## src/rtl/r29_int4_pkg.sv

```systemverilog
// r29_int4_pkg
//   Shared definitions for the r29_int4 PE read-side decoder.
//   - Counter slot geometry (29 slots: 15 add, 14 sub).
//   - Decoder FSM state encoding.
//   - sq_weight(idx): squared encoded magnitude for a slot (9-bit, 4..256).
//   - slot_sign(idx): 1 when the slot is subtracted, 0 when it is added.
package r29_int4_pkg;

  localparam int ADD_CNT = 15;
  localparam int SUB_CNT = 14;
  localparam int NUM_CNT = ADD_CNT + SUB_CNT;
  localparam int IDX_W   = 5;

  typedef enum logic [1:0] {
    IDLE = 2'd0,
    SNAP = 2'd1,
    ACC  = 2'd2,
    DONE = 2'd3
  } state_t;

  // Add slots encode magnitude idx+2 (2..16), sub slots encode idx-13 (2..15).
  function automatic logic [8:0] sq_weight(input logic [IDX_W-1:0] idx);
    logic [IDX_W-1:0] m;
    logic [8:0]       m9;
    if (idx < IDX_W'(ADD_CNT)) begin
      m = idx + 5'd2;
    end else begin
      m = idx - 5'd13;
    end
    m9 = {4'd0, m};
    return m9 * m9;
  endfunction

  function automatic logic slot_sign(input logic [IDX_W-1:0] idx);
    return (idx >= IDX_W'(ADD_CNT));
  endfunction

endpackage

```

## src/rtl/r29_mac_step.sv

```systemverilog
// r29_mac_step
//   One decode step, purely combinational: sum = acc +/- cnt*weight,
//   wrapped to ACC_W bits, with signed-overflow detection.
// Ports
//   acc      in   ACC_W      current accumulator (two's complement)
//   cnt      in   REG_SIZE   unsigned counter value
//   weight   in   9          unsigned squared magnitude
//   subtract in   1          1 = subtract the product, 0 = add it
//   sum      out  ACC_W      wrapped result
//   wrap     out  1          signed overflow occurred on this step
module r29_mac_step #(
  parameter int REG_SIZE = 16,
  parameter int ACC_W    = 32
) (
  input  logic [ACC_W-1:0]    acc,
  input  logic [REG_SIZE-1:0] cnt,
  input  logic [8:0]          weight,
  input  logic                subtract,
  output logic [ACC_W-1:0]    sum,
  output logic                wrap
);

  localparam int PROD_W = REG_SIZE + 9;

  logic [PROD_W-1:0] prod;
  logic [ACC_W:0]    acc_x;
  logic [ACC_W:0]    prod_x;
  logic [ACC_W:0]    sum_x;

  assign prod = {9'd0, cnt} * {{REG_SIZE{1'b0}}, weight};

  // One guard bit above ACC_W: both operands fit in ACC_W+1 signed bits, so
  // the extended sum is exact and disagreement of its top two bits is the wrap.
  // The product's MSB is always 0 (weight <= 256), so sign extension is safe.
  assign acc_x  = {acc[ACC_W-1], acc};
  assign prod_x = {{(ACC_W + 1 - PROD_W){prod[PROD_W-1]}}, prod};
  assign sum_x  = subtract ? (acc_x - prod_x) : (acc_x + prod_x);

  assign sum  = sum_x[ACC_W-1:0];
  assign wrap = sum_x[ACC_W] ^ sum_x[ACC_W-1];

endmodule

```

## src/rtl/r29_int4_decoder.sv

```systemverilog
// r29_int4_decoder
//   Snapshots the 29 PE histogram counters, then decodes them serially into
//   S = sum_k w_k*(cnt_add[k] - cnt_sub[k]) using one time-shared multiplier.
// Ports
//   clk                 in   1              clock, posedge
//   rst                 in   1              asynchronous reset, active low
//   start_in            in   1              begin a decode (IDLE only)
//   counter_in          in   REG_SIZE*29    PE counters, slot i at [i*REG_SIZE +: REG_SIZE]
//   fsm_out_select_out  out  1              high in ACC/DONE (PE zeroes its bus)
//   busy_out            out  1              high in SNAP/ACC/DONE
//   result_out          out  ACC_W          signed S, valid with result_valid_out
//   result_valid_out    out  1              result handshake valid
//   result_ready_in     in   1              result handshake ready
//   overflow_out        out  1              sticky per run: S wrapped
module r29_int4_decoder
  import r29_int4_pkg::*;
#(
  parameter int REG_SIZE = 16,
  parameter int ACC_W    = 32
) (
  input  logic                         clk,
  input  logic                         rst,
  input  logic                         start_in,
  input  logic [REG_SIZE*NUM_CNT-1:0]  counter_in,
  output logic                         fsm_out_select_out,
  output logic                         busy_out,
  output logic [ACC_W-1:0]             result_out,
  output logic                         result_valid_out,
  input  logic                         result_ready_in,
  output logic                         overflow_out
);

  state_t                                 state_reg;
  state_t                                 state_next;
  logic [NUM_CNT-1:0][REG_SIZE-1:0]       snap_reg;
  logic [IDX_W-1:0]                       idx_reg;
  logic [ACC_W-1:0]                       acc_reg;
  logic [ACC_W-1:0]                       result_reg;
  logic                                   valid_reg;
  logic                                   ovf_reg;

  logic [ACC_W-1:0]                       mac_sum;
  logic                                   mac_wrap;

  r29_mac_step #(
    .REG_SIZE (REG_SIZE),
    .ACC_W    (ACC_W)
  ) u_mac (
    .acc      (acc_reg),
    .cnt      (snap_reg[idx_reg]),
    .weight   (sq_weight(idx_reg)),
    .subtract (slot_sign(idx_reg)),
    .sum      (mac_sum),
    .wrap     (mac_wrap)
  );

  // Next state and state-decoded outputs. Nothing here depends on start_in or
  // result_ready_in except the next state, so outputs stay registered-only.
  always_comb begin
    state_next         = state_reg;
    fsm_out_select_out = 1'b0;
    busy_out           = 1'b0;
    case (state_reg)
      IDLE: begin
        if (start_in) state_next = SNAP;
      end
      SNAP: begin
        busy_out   = 1'b1;
        state_next = ACC;
      end
      ACC: begin
        busy_out           = 1'b1;
        fsm_out_select_out = 1'b1;
        if (idx_reg == IDX_W'(NUM_CNT - 1)) state_next = DONE;
      end
      DONE: begin
        busy_out           = 1'b1;
        fsm_out_select_out = 1'b1;
        if (valid_reg && result_ready_in) state_next = IDLE;
      end
      default: state_next = IDLE;
    endcase
  end

  always_ff @(posedge clk or negedge rst) begin
    if (!rst) begin
      state_reg  <= IDLE;
      snap_reg   <= '0;
      idx_reg    <= '0;
      acc_reg    <= '0;
      result_reg <= '0;
      valid_reg  <= 1'b0;
      ovf_reg    <= 1'b0;
    end else begin
      state_reg <= state_next;
      case (state_reg)
        SNAP: begin
          snap_reg <= counter_in;
          acc_reg  <= '0;
          idx_reg  <= '0;
          ovf_reg  <= 1'b0;
        end
        ACC: begin
          acc_reg <= mac_sum;
          idx_reg <= idx_reg + 5'd1;
          if (mac_wrap) ovf_reg <= 1'b1;
        end
        DONE: begin
          // First DONE cycle loads the output register; valid then holds
          // until the handshake completes.
          if (!valid_reg) begin
            valid_reg  <= 1'b1;
            result_reg <= acc_reg;
          end else if (result_ready_in) begin
            valid_reg <= 1'b0;
          end
        end
        default: ;
      endcase
    end
  end

  assign result_out       = result_reg;
  assign result_valid_out = valid_reg;
  assign overflow_out     = ovf_reg;

endmodule
```

## config.mk

```make
export PLATFORM = sky130hd
export DESIGN_NAME = r29_int4_decoder
export DESIGN_NICKNAME = d
export VERILOG_FILES = /design/src/rtl/r29_int4_pkg.sv /design/src/rtl/r29_mac_step.sv /design/src/rtl/r29_int4_decoder.sv
export SDC_FILE = /design/constraint.sdc
export NUM_CORES = 2
export LEC_CHECK = 0
export CORE_ASPECT_RATIO = 0.6
export CORE_MARGIN = 3
export CORE_UTILIZATION = 40
export DETAILED_ROUTE_END_ITERATION = 8
export PLACE_DENSITY_LB_ADDON = 0.15
export SLEW_MARGIN = 20
export SYNTH_ARGS = -nofsm -noshare
export SYNTH_HDL_FRONTEND = slang
export SYNTH_HIERARCHICAL = 1
export SYNTH_SLANG_ARGS = --single-unit
```

## constraint.sdc

```tcl
create_clock -name clk -period 27.5 [get_ports clk]
set_clock_uncertainty 0.05 [all_clocks]
set_input_delay 2.75 -clock clk [delete_from_list [all_inputs] [get_ports clk]]
set_output_delay 2.75 -clock clk [all_outputs]
set_load 0.02 [all_outputs]
```

Word-level counts from Yosys, hierarchy flattened --
Cells that the tools add are included.
Cells by class: equal/unequal tests 8, mux-type cells 16, shift operators 0, multiply operators 2, divide/modulo/power cells 0, add/subtract/negate cells 5, reduce and logical (&&, ||, !) cells 8, order comparisons 3, bitwise gates (word level) 2
Operators by type and width (number):
- 16-bit binary-select mux with 5-bit select | 1
- 32-bit case mux with 2 select lines | 1
- 32-bit by 25-bit adder with 33-bit output | 1
- 33-bit two-way mux | 1
- 32-bit by 25-bit subtractor with 33-bit output | 1
- 16-bit by 9-bit multiplier with 25-bit output | 1
- 16-bit two-way mux | 1
- 5-bit case mux with 2 select lines | 1
- 5-bit by 5-bit multiplier with 9-bit output | 1
- 2-bit inequality test, second input constant | 4
- 2-bit case mux with 4 select lines | 1
- 5-bit by 6-bit < comparator with 1-bit output, second input constant | 1
- 2-bit two-way mux | 3
- 5-bit by 1-bit adder with 5-bit output, second input constant | 1
- 5-bit by 2-bit adder with 5-bit output, second input constant | 1
- 5-bit == test, second input constant | 1
- 5-bit by 4-bit greater-or-equal comparator with 1-bit output, second input constant | 1
- 5-bit by 4-bit < comparator with 1-bit output, second input constant | 1
- 1-bit two-way mux | 5
- 5-bit two-way mux | 1
- 5-bit by 4-bit subtractor with 5-bit output, second input constant | 1
- 2-bit == test, second input constant | 2
- 2-bit AND reduction | 2
- 3-bit AND reduction | 1
- other kinds (9) | 9
Word-level totals: bits of input ports 468, memories kept 0, logic and storage cells 79, register bits 537, latch bits 0, memory bits (read-only) 0, bits in writable memories 0

Logic depth before layout (Yosys ltp) --
word-level depth 9, mapped depth 50, mapped depth without buffers 47

By module --
Netlist, hierarchy kept.
Modules (own cells, without submodules):
- r29_int4_decoder | area each 24388.4 um^2, times used 1, sequential area each 13437.9 um^2, cells an instance 1615
- r29_mac_step | area each 6688.9 um^2, times used 1, sequential area each 0.0 um^2, cells an instance 823

Worst setup path before layout --
OpenSTA, ideal clock, no wires.
path type reg2reg, from register idx_reg[0], to register ovf_reg, in the netlist overflow_out, period minus slack after synthesis 11396 ps, data arrival time 11216 ps, setup slack 16104 ps, setup time 130 ps, buffers on the path 4, required time 27320 ps, cell stages (with the launch flop) 47, path through dfrtp_1 buf_6 buf_12 buf_6 inv_1 ha_1 mux2_2 or2_2 fa_1 inv_1 fa_1 fa_1 ha_1 a211oi_1 o21bai_1 a21oi_1 xnor3_1 clkbuf_1 [11 not listed] a21boi_2 xor2_2 and2_4 or4b_4 o31ai_1 xor2_1 ha_1 and3_1 a21oi_1 o21ai_0 o21a_1 a211oi_2 o21ai_1 a21oi_1 xnor2_1 xnor3_1 o21ai_0 o21ai_0
On the way: word-level cells in the longest chain between the ends 9, elaborated cells between the ends (all ways) 15
RTL lines:
- start, declared | RTL line r29_int4_decoder.sv:36 | logic [IDX_W-1:0] idx_reg;
- start signal, assigned | RTL line r29_int4_decoder.sv:105 | idx_reg <= idx_reg + 5'd1;
- 5-bit by 4-bit subtractor with 5-bit output, or another cell as far along | RTL line r29_int4_pkg.sv:28 | m = idx - 5'd13;
- 5-bit two-way mux | RTL line r29_int4_pkg.sv:25 | if (idx < IDX_W'(ADD_CNT)) begin
- 5-bit by 5-bit multiplier with 9-bit output | RTL line r29_int4_pkg.sv:31 | return m9 * m9;
- 16-bit by 9-bit multiplier with 25-bit output | RTL line r29_mac_step.sv:30 | assign prod = {9'd0, cnt} * {{REG_SIZE{1'b0}}, weight};
- 32-bit by 25-bit adder with 33-bit output / 32-bit by 25-bit subtractor with 33-bit output (equally long branches) | RTL line r29_mac_step.sv:37 | assign sum_x = subtract ? (acc_x - prod_x) : (acc_x + prod_x);
- 33-bit two-way mux (*) | RTL line r29_mac_step.sv:37
- via mac_sum[31] | RTL line r29_int4_decoder.sv:42 | logic [ACC_W-1:0] mac_sum;
- 1-bit XOR (*) | RTL line r29_mac_step.sv:40 | assign wrap = sum_x[ACC_W] ^ sum_x[ACC_W-1];
- via mac_wrap | RTL line r29_int4_decoder.sv:43 | logic mac_wrap;
- 2-bit inequality test (no source line) (*)
- 2-bit AND reduction (no source line) (*)
- end signal, assigned | RTL line r29_int4_decoder.sv:93 | ovf_reg <= 1'b0;
- end signal, assigned | RTL line r29_int4_decoder.sv:101 | ovf_reg <= 1'b0;
- end signal, assigned | RTL line r29_int4_decoder.sv:106 | if (mac_wrap) ovf_reg <= 1'b1;
- end, declared | RTL line r29_int4_decoder.sv:40 | logic ovf_reg;
The timed path passes the listed nets; every way through them passes the cells marked *. The select of a mux whose other input is x is not followed. A chain may end at the register's enable or synchronous reset.

Final worst setup path --
Ends and elaborated chain as after synthesis.

==> flow_metrics.env <==
export IMPL_status="finished, final reports clean"
export IMPL_ys_seq_area_share_pct=43.2
export IMPL_arrival_ns=13.41
export IMPL_grt_pass1_vias=22500
export IMPL_ys_seq_elements=537
export IMPL_post_cts_setup_buffer_count=0
export IMPL_muxShareOfSynthArea_pct=26.0
export IMPL_startpoint_type="flop"
export IMPL_nets=3574
export IMPL_die_h_um=222
export IMPL_gr_usage_met3_pct=6.98
export IMPL_fin_crit_ns=12.99
export IMPL_post_synth_and_or_nand_nor_area_fraction_pct=6.29
export IMPL_hold_end="result_out[24]"
export IMPL_worstHoldPathCells=2
export IMPL_cts_root_buf="clkbuf_16"
export IMPL_synth_area_um2=31100
export IMPL_io_pins=504
export IMPL_gp_congestion=0.909
export IMPL_cts_resized=0
export IMPL_criticalPathCategory="flop to flop"
export IMPL_clk_latency_ns=0.64
export IMPL_grt_overflow=0
export IMPL_slowest_delay_ns=0.92
export IMPL_required_ns=27.92
export IMPL_reg2reg_depth=41
export IMPL_dpl_hpwl_um=70300
export IMPL_drc=0
export IMPL_finalSetupViolCount=0
export IMPL_grt_pass1_wl_um=141000
export IMPL_yosys_most_used_dff="dfrtp_1"
export IMPL_htreeDepth=2
export IMPL_r2r_end="overflow_out"
export IMPL_r2r_start="idx_reg[0]"
export IMPL_final_common_cell="dfrtp_1"
export IMPL_ys_types=85
export IMPL_antenna_found_initial=40
export IMPL_dr_first_iter_drc_count=1343
export IMPL_die_w_um=366
export IMPL_crit_top_cell="fa_1"
export IMPL_post_route_period_util_pct=47.2
export IMPL_final_cell_mix="535 x dfrtp_1, 502 x clkdlybuf4s50_1, 467 x mux2_2"
export IMPL_drive_above_1_share_pct=24.5
export IMPL_rows=78
export IMPL_fin_tns_setup_ns=0
export IMPL_avgViaCountPerCell=5.31
export IMPL_synthAdderAreaFrac_pct=10.6
export IMPL_worst_pin_slew_ns=1.17
export IMPL_use_met1_pct=32.4
export IMPL_drt_total_wl_um=92600
export IMPL_core_um2=76200
export IMPL_drv_cap=0
export IMPL_path_clk_slew_ns=0.07
export IMPL_async_flop_share_pct=100
export IMPL_crit_cells=41
export IMPL_syn_inst=2438
export IMPL_dr_pass1_iters=6
export IMPL_min_from="result_out[24]"
export IMPL_critPathCaptureType="flop"
export IMPL_timing_critical_path_fanout_max=33
export IMPL_dieArea_um2=81200
export IMPL_track_usage_pct=22.8
export IMPL_cts_tree="built"
export IMPL_cts_max_path_buffers=3
export IMPL_grt_max_degree=168
export IMPL_io_buffers=503
export IMPL_hold_viol=0
export IMPL_worstPathBufferInverterCount=4
export IMPL_crit_path_top_delay_cell="o311ai_2"
export IMPL_largest_register_ffs=464
export IMPL_synthToLayoutAreaGrowth_pct=25.4
export IMPL_numCtsBuffers=53
export IMPL_synthXorXnorAreaFrac_pct=2.38
export IMPL_r2r_slack_ns=14.51
export IMPL_wl_per_cell_um=23.1
export IMPL_avgSynthCellArea_um2=12.7
export IMPL_synth_enable_flop_cells=0
export IMPL_cp_top_family="compound AO/OA/AOI/OAI gates"
export IMPL_synth_compound_area_share_pct=6.83
export IMPL_finalMaxSlewViolations=0
export IMPL_rsz0062_at_grt="no"
export IMPL_grt_busiest_layer="met2"
export IMPL_cts_sink_count=537
export IMPL_ys_warn_count=6
export IMPL_gr_usage_met2_pct=33.2
export IMPL_synth_top_family_by_area="multiplexers"
export IMPL_start_util_pct=40.8
export IMPL_clock_fmax_mhz=77.0
export IMPL_hold_path_class="flop to flop"
export IMPL_slew_limit_headroom_pct=22.1
export IMPL_ant_nets=0
export IMPL_cts_hold_buf=0
export IMPL_vias=21300
[per-stage QoR]
step	setup slack (ns)	instance area, µm²	util, %	hold slack, ns	cells
after global routing	13.68	39000	51.1	0.461	4007
after floorplan	16.10	31100	-	0.422	2444
after detailed placement	14.59	37000	48.6	0.428	3888
after CTS	14.54	38900	51.0	0.442	3983
after global placement	14.96	37000	48.6	0.424	3888
final	14.51	39000	51.1	0.431	4009
[cell usage after synthesis, drive strengths merged, types with 10 or more instances]
| library cell | count | share of area, % |
|---|---|---|
| dfrtp | 537 | 43 |
| mux2 | 467 | 17 |
| and2 | 89 | 1.8 |
| nand2b | 10 | 0.20 |
| o22ai | 33 | 0.66 |
| xor2 | 21 | 0.62 |
| nor2 | 40 | 0.50 |
| nor2b | 11 | 0.22 |
| o21a | 10 | 0.24 |
| nor3 | 16 | 0.33 |
| a21o | 15 | 0.37 |
| ha | 96 | 3.9 |
| or2 | 19 | 0.38 |
| nand2 | 129 | 1.6 |
| clkbuf | 38 | 0.46 |
| a31oi | 10 | 0.35 |
| inv | 194 | 2.3 |
| mux2i | 20 | 0.64 |
| xnor2 | 54 | 1.5 |
| buf | 94 | 1.9 |
| a211oi | 26 | 0.71 |
| nand3 | 45 | 0.72 |
| o21ai | 99 | 1.6 |
| mux4 | 112 | 8.4 |
| fa | 104 | 6.7 |
| a221oi | 18 | 0.51 |
| a21oi | 61 | 0.99 |
[cells by family (layout without fill, tap and decap cells)]
kind of cell	count (synthesis)	count (layout)
compound gates	317	317
xor+xnor	78	78
fa+ha+maj	200	200
buf+inv	326	828
flops	537	537
mux	599	599
other cells	1	30
simple gates	380	380
[layer usage]
layer  vias up  wire length [µm]  share of wire [%]
met2       590             40000                 43
li1       9596                 -                  -
met1     10900             43000                 46
met3       157              6910                7.5
met4        34              2470                2.7
met5         -               232               0.25
[worst max-delay path by stage]
stage,from,to
floorplan,idx_reg[0],overflow_out
global placement,idx_reg[0],overflow_out
detailed placement,idx_reg[0],overflow_out
CTS,idx_reg[0],overflow_out
global route,idx_reg[0],overflow_out
finish,idx_reg[0],overflow_out
[area by class of cell]
class / count / area, µm²
sequential: 537 / 13400
multi-input combinational: 1581 / 16300
fill: 6596 / 37200
clock buffer: 77 / 1570
tap: 1040 / 1300
inverter: 194 / 728
antenna: 23 / 57.6
clock inverter: 18 / 250
timing repair buffer: 539 / 5360
[worst min-delay path: stages, from the launching register on]
cell and delay [ns]:
dfrtp_1 0.34, nand2_1 0.05, o21ai_0 0.06
Power is left out: the tool's default activity adds up to more than one toggle a clock period on the data nets, which glitch-free logic cannot reach.
